`config.mk`:
```
export PLATFORM = sky130hd
export DESIGN_NAME = t03_fetch
export DESIGN_NICKNAME = d
export VERILOG_FILES = /design/src/rtl/t03_fetch.sv
export SDC_FILE = /design/constraint.sdc
export NUM_CORES = 1
export LEC_CHECK = 0
export ABC_AREA = 1
export CAP_MARGIN = 20
export CELL_PAD_IN_SITES_DETAIL_PLACEMENT = 0
export CELL_PAD_IN_SITES_GLOBAL_PLACEMENT = 1
export CORE_MARGIN = 1.5
export CORE_UTILIZATION = 29
export CTS_BUF_LIST = sky130_fd_sc_hd__clkbuf_2
export CTS_CLUSTER_SIZE = 8
export DETAILED_ROUTE_END_ITERATION = 16
export HOLD_SLACK_MARGIN = 0.15
export PLACE_DENSITY_LB_ADDON = 0.15
export SLEW_MARGIN = 20
export SYNTH_ARGS = -nofsm -noshare
export SYNTH_HDL_FRONTEND = slang
export SYNTH_SLANG_ARGS = --single-unit
```
`constraint.sdc`:
```
create_clock -name clk -period 12 [get_ports clk]
set_clock_uncertainty 0.2 [all_clocks]
set_input_delay 3 -clock clk [delete_from_list [all_inputs] [get_ports clk]]
set_output_delay 3 -clock clk [all_outputs]
set_load 0.1 [all_outputs]
```
`src/rtl/t03_fetch.sv`:
```
`timescale 1ns/1ps
// t03_fetch: instruction fetch stage of the t03 RV32I core.
// Holds the PC, issues word reads over a req/ack memory port, and hands each
// fetched word plus its PC to decode over a valid/ready handshake. Execute can
// redirect the PC at any time; a memory that never acks raises fetch_fault.
//
// Ports:
//   clk, rst            core clock, asynchronous active-high reset
//   mem_req/mem_addr    read request (held until mem_ack) and word address
//   mem_ack/mem_rdata   read completion and instruction word
//   redirect/redirect_pc  single-cycle PC load from execute
//   inst_ready          decode accepts the presented instruction
//   inst_valid/inst/inst_pc  instruction handed to decode
//   fetch_fault         request timeout (or misaligned redirect target)
//
// Build option: define T03_FETCH_ALIGN_CHECK_EN to fault on redirect targets
// with bits [1:0] != 0; otherwise those bits are cleared when loaded.
module t03_fetch #(
    parameter logic [31:0] RESET_PC = 32'h0000_0000,
    parameter int unsigned TIMEOUT  = 255
) (
    input  logic        clk,
    input  logic        rst,
    output logic        mem_req,
    output logic [31:0] mem_addr,
    input  logic        mem_ack,
    input  logic [31:0] mem_rdata,
    input  logic        redirect,
    input  logic [31:0] redirect_pc,
    input  logic        inst_ready,
    output logic        inst_valid,
    output logic [31:0] inst,
    output logic [31:0] inst_pc,
    output logic        fetch_fault
);

    localparam int unsigned XLEN  = 32;
    localparam int unsigned CNT_W = 16;
    localparam logic [CNT_W:0] TIMEOUT_LIM = (CNT_W+1)'(TIMEOUT);

    typedef enum logic [1:0] {
        S_IDLE,
        S_REQ,
        S_VALID,
        S_FAULT
    } state_e;

    state_e            state_q, state_d;
    logic [XLEN-1:0]   pc_q, pc_d;
    logic              mem_req_q, mem_req_d;
    logic [XLEN-1:0]   mem_addr_q, mem_addr_d;
    logic              inst_valid_q, inst_valid_d;
    logic [XLEN-1:0]   inst_q, inst_d;
    logic [XLEN-1:0]   inst_pc_q, inst_pc_d;
    logic              fault_q, fault_d;
    logic              squash_q, squash_d;
    logic [CNT_W-1:0]  cnt_q, cnt_d;

    logic [CNT_W:0]    cnt_inc;
    logic              timeout_hit;
    logic              pending;
    logic [XLEN-1:0]   tgt;
    logic              misalign;

    // Redirect target handling depends on the alignment-check build option.
`ifdef T03_FETCH_ALIGN_CHECK_EN
    assign tgt      = redirect_pc;
    assign misalign = |redirect_pc[1:0];
`else
    assign tgt      = redirect_pc & ~XLEN'(3);
    assign misalign = 1'b0;
`endif

    assign cnt_inc     = {1'b0, cnt_q} + (CNT_W+1)'(1);
    assign timeout_hit = (cnt_inc >= TIMEOUT_LIM);
    // A request is still unanswered after this cycle.
    assign pending     = mem_req_q && !mem_ack;

    // State and output registers.
    always_ff @(posedge clk or posedge rst) begin
        if (rst) begin
            state_q      <= S_IDLE;
            pc_q         <= RESET_PC;
            mem_req_q    <= 1'b0;
            mem_addr_q   <= '0;
            inst_valid_q <= 1'b0;
            inst_q       <= '0;
            inst_pc_q    <= '0;
            fault_q      <= 1'b0;
            squash_q     <= 1'b0;
            cnt_q        <= '0;
        end else begin
            state_q      <= state_d;
            pc_q         <= pc_d;
            mem_req_q    <= mem_req_d;
            mem_addr_q   <= mem_addr_d;
            inst_valid_q <= inst_valid_d;
            inst_q       <= inst_d;
            inst_pc_q    <= inst_pc_d;
            fault_q      <= fault_d;
            squash_q     <= squash_d;
            cnt_q        <= cnt_d;
        end
    end

    // Next-state and next-output logic; redirect overrides every state.
    always_comb begin
        state_d      = state_q;
        pc_d         = pc_q;
        mem_req_d    = mem_req_q;
        mem_addr_d   = mem_addr_q;
        inst_valid_d = inst_valid_q;
        inst_d       = inst_q;
        inst_pc_d    = inst_pc_q;
        fault_d      = fault_q;
        squash_d     = squash_q;
        cnt_d        = cnt_q;

        if (redirect) begin
            pc_d         = tgt;
            inst_valid_d = 1'b0;
            fault_d      = 1'b0;
            if (misalign) begin
                // Keep an unanswered request up until its ack drains it.
                state_d   = S_FAULT;
                fault_d   = 1'b1;
                squash_d  = 1'b0;
                cnt_d     = '0;
                mem_req_d = pending;
            end else if (pending) begin
                // Request stays on the bus; its data will be thrown away.
                state_d  = S_REQ;
                squash_d = 1'b1;
                cnt_d    = timeout_hit ? cnt_q : cnt_inc[CNT_W-1:0];
            end else begin
                // Nothing in flight (or it completes now and is dropped).
                state_d    = S_REQ;
                mem_req_d  = 1'b1;
                mem_addr_d = tgt;
                squash_d   = 1'b0;
                cnt_d      = '0;
            end
        end else begin
            case (state_q)
                S_IDLE: begin
                    state_d    = S_REQ;
                    mem_req_d  = 1'b1;
                    mem_addr_d = pc_q;
                    cnt_d      = '0;
                end
                S_REQ: begin
                    if (mem_ack) begin
                        cnt_d = '0;
                        if (squash_q) begin
                            // Stale data: reissue at the redirected PC.
                            squash_d   = 1'b0;
                            mem_addr_d = pc_q;
                        end else begin
                            state_d      = S_VALID;
                            mem_req_d    = 1'b0;
                            inst_valid_d = 1'b1;
                            inst_d       = mem_rdata;
                            inst_pc_d    = pc_q;
                            pc_d         = pc_q + XLEN'(4);
                        end
                    end else if (timeout_hit) begin
                        state_d   = S_FAULT;
                        mem_req_d = 1'b0;
                        fault_d   = 1'b1;
                        squash_d  = 1'b0;
                        cnt_d     = '0;
                    end else begin
                        cnt_d = cnt_inc[CNT_W-1:0];
                    end
                end
                S_VALID: begin
                    if (inst_ready) begin
                        state_d      = S_REQ;
                        inst_valid_d = 1'b0;
                        mem_req_d    = 1'b1;
                        mem_addr_d   = pc_q;
                        cnt_d        = '0;
                    end
                end
                S_FAULT: begin
                    // Only a drained leftover request can still be up here.
                    if (mem_req_q && mem_ack) begin
                        mem_req_d = 1'b0;
                    end
                end
                default: begin
                    state_d = S_IDLE;
                end
            endcase
        end
    end

    assign mem_req     = mem_req_q;
    assign mem_addr    = mem_addr_q;
    assign inst_valid  = inst_valid_q;
    assign inst        = inst_q;
    assign inst_pc     = inst_pc_q;
    assign fetch_fault = fault_q;

endmodule

```
==> qor.csv <==
metric;value;unit
instance area after placement;9160;um2
worst hold slack;0.312;ns
post-synth top area cell;dfrtp_1;
Std-Cell Rows;57;
Die Wd;161;um
CP peak stage delay;1.17;ns
dpl hpwl;14800;um
vias after detailed routing;6513;
Design Area, Final;9450;um2
Post-CTS Setup Inserts;0;
CTS root buf;clkbuf_2;
vias per inst;4.54;
Crit. End Element;output pin;
Slew @ Worst Pin;1.08;ns
CP arrival;2.36;ns
min Tclk post-route;5.56;ns
startpoint types;flop;
Worst-path clk slew;0.30;ns
Total Wirelength;21300;um
max-slew violations;0;
sequential fraction of the synthesis area;0.501;
Fin. Hold Viols;0;
Initial Util;0.297;
I/O pin count;168;
H-tree depth;4;
number of library cell types mapped by synthesis;38;
nets@finish;1164;
Worst Hold End;inst[1]$_DFFE_PP0P_;
Max Freq;180;MHz
ranking of synthesized cells by area;dfrtp_1 (50%), nand2_1 (17%), nor2_1 (4.8%);
CP Cell Sequence;clkdlybuf4s50_1;
critical path's top delay family;buffers and inverters;
RSZ-0062 raised after global routing;false;
CTS tree;done;
drt wl/cell;14.8;um
vias in the first global route;6452;
synth warn;0;
share of Yosys cell area claimed by the top area cell type;0.501;
setup TNS;0;ns
die area;26000;um2
R2R Setup Slk;9.13;ns
largest net degree at the start of global routing;76;
Buf+Inv Stages, Crit Path;1;
Area Overhead vs Synth;30.4;%
WHS Path Cells;2;
# setup viols final;0;
Crit Path Category;reg2out;
clk_lat worst skew;0.75;ns
DRC violations left;0;
status;finished, final reports clean;
Critical Path Fanout Max;4;
Final Util;0.387;
Synth Register Bits;145;
Mapped Avg Cell Area;7.70;um2
Max-Cap Viols;0;
Final Wtd Congestion;0.815;
HP Class;reg2reg;
Hold-fix buffers, CTS;0;
Post-Synthesis Cells;941;
total CTS buffers;17;
worst hold start;inst[1]$_DFFE_PP0P_;
required time of the critical path;8.80;ns
Final ANT Viol Nets;0;
worst r2r src;state_q[1]$_DFFE_PP0P_;
share of layout cells above drive strength 1;0.0697;
gr ovfl total;0;
Sink Count;145;
reg2reg end;inst_pc[14]$_DFFE_PP0P_;
crit share post-route;0.463;
Post-CTS Resized;0;
Die Y;161;um
Initial DRC Count;409;
initial antenna violation count;2;
gr usage total;0.170;
Mapped Area;7250;um2
IO Port Bufs;163;
CORE AREA;24400;um2
first-pass GRT wire length;34700;um
CP max stage cell;clkdlybuf4s50_1;
clock buffer depth;2;
Worst Reg-to-Reg Cells;10;
Rel. slew slack;0.279;
drt pass-1 iters;4;
==> synthesized netlist by cell type, drive strengths merged <==
library cell / instances
ha: 3
xor2: 9
a21oi: 16
buf: 19
dfrtp: 145
nor4: 2
o21bai: 4
o21ai: 60
nand4: 23
a32oi: 1
inv: 86
nand3: 36
clkbuf: 20
o21a: 1
conb: 1
a211oi: 2
nor2: 110
o2111ai: 9
a22o: 1
a311oi: 3
nand3b: 1
nor3: 17
a31oi: 27
nand2: 340
a22oi: 3
a41oi: 2
==> flip-flops by register name, summed over array words and instances, names as in the netlist, 2 cells and up <==
name      flops
cnt_q        16
inst         32
inst_pc      30
mem_addr     31
pc_q         30
state_q       2
==> cell families after synthesis <==
| kind of cell | share of synthesized area |
|---|---|
| xor gates and xnor gates | 0.0109 |
| AOI/OAI and AO/OA | 0.107 |
| and+or+nand+nor | 0.306 |
| DFF | 0.501 |
| other | 0.000517 |
| adders and majority gates | 0.00518 |
| buffers and inverters | 0.0697 |
==> final cells by class <==
type	count	area (um2)
clock buffer	17	85.1
antenna	5	12.5
fill	2623	14900
tap	324	405
inverter	86	335
timing repair buffer	170	1680
sequential	145	3630
multi-input combinational	672	3120
clock inverter	15	180
==> through the flow <==
stage | cells | worst slack (ns)
global placement | 1396 | 5.16
detailed placement | 1396 | 5.15
floorplan | 942 | 4.91
finish | 1434 | 6.44
CTS | 1428 | 5.98
global route | 1434 | 6.27
==> worst max path at each step <==
stage                              startpoint                  endpoint  slack [ns]  depth (start not counted)
after CTS                            redirect  mem_addr[18]$_DFFE_PP0P_        5.98                         11
after floorplan                           rst      cnt_q[0]$_DFFE_PP0P_        4.91                          1
after global routing      mem_req$_DFFE_PP0P_                   mem_req        6.27                          1
final                     mem_req$_DFFE_PP0P_                   mem_req        6.44                          1
after global placement               redirect  mem_addr[22]$_DFFE_PP0P_        5.16                         11
after detailed placement             redirect  mem_addr[18]$_DFFE_PP0P_        5.15                         11
==> cells in the final DEF (no fill, tap or decap), types with 17 or more instances in the layout <==
| cell | synthesis | final |
|---|---|---|
| inv_1 | 78 | 77 |
| nand2_1 | 335 | 335 |
| dfrtp_1 | 145 | 145 |
| o21ai_0 | 51 | 51 |
| nor2_1 | 92 | 91 |
| nand3_1 | 36 | 36 |
| clkbuf_2 | 0 | 17 |
| nand4_1 | 23 | 23 |
| a31oi_1 | 27 | 27 |
| clkdlybuf4s50_1 | 0 | 162 |
==> metal layers <==
layer  global-route usage  routed length [um]
met1                0.220                9730
met5                    0                   0
met3               0.0647                1660
met2                0.270                9740
met4               0.0316                 128
Power is not shown: default switching activity piles up to over one toggle a cycle in this logic, so the estimate is an artifact.
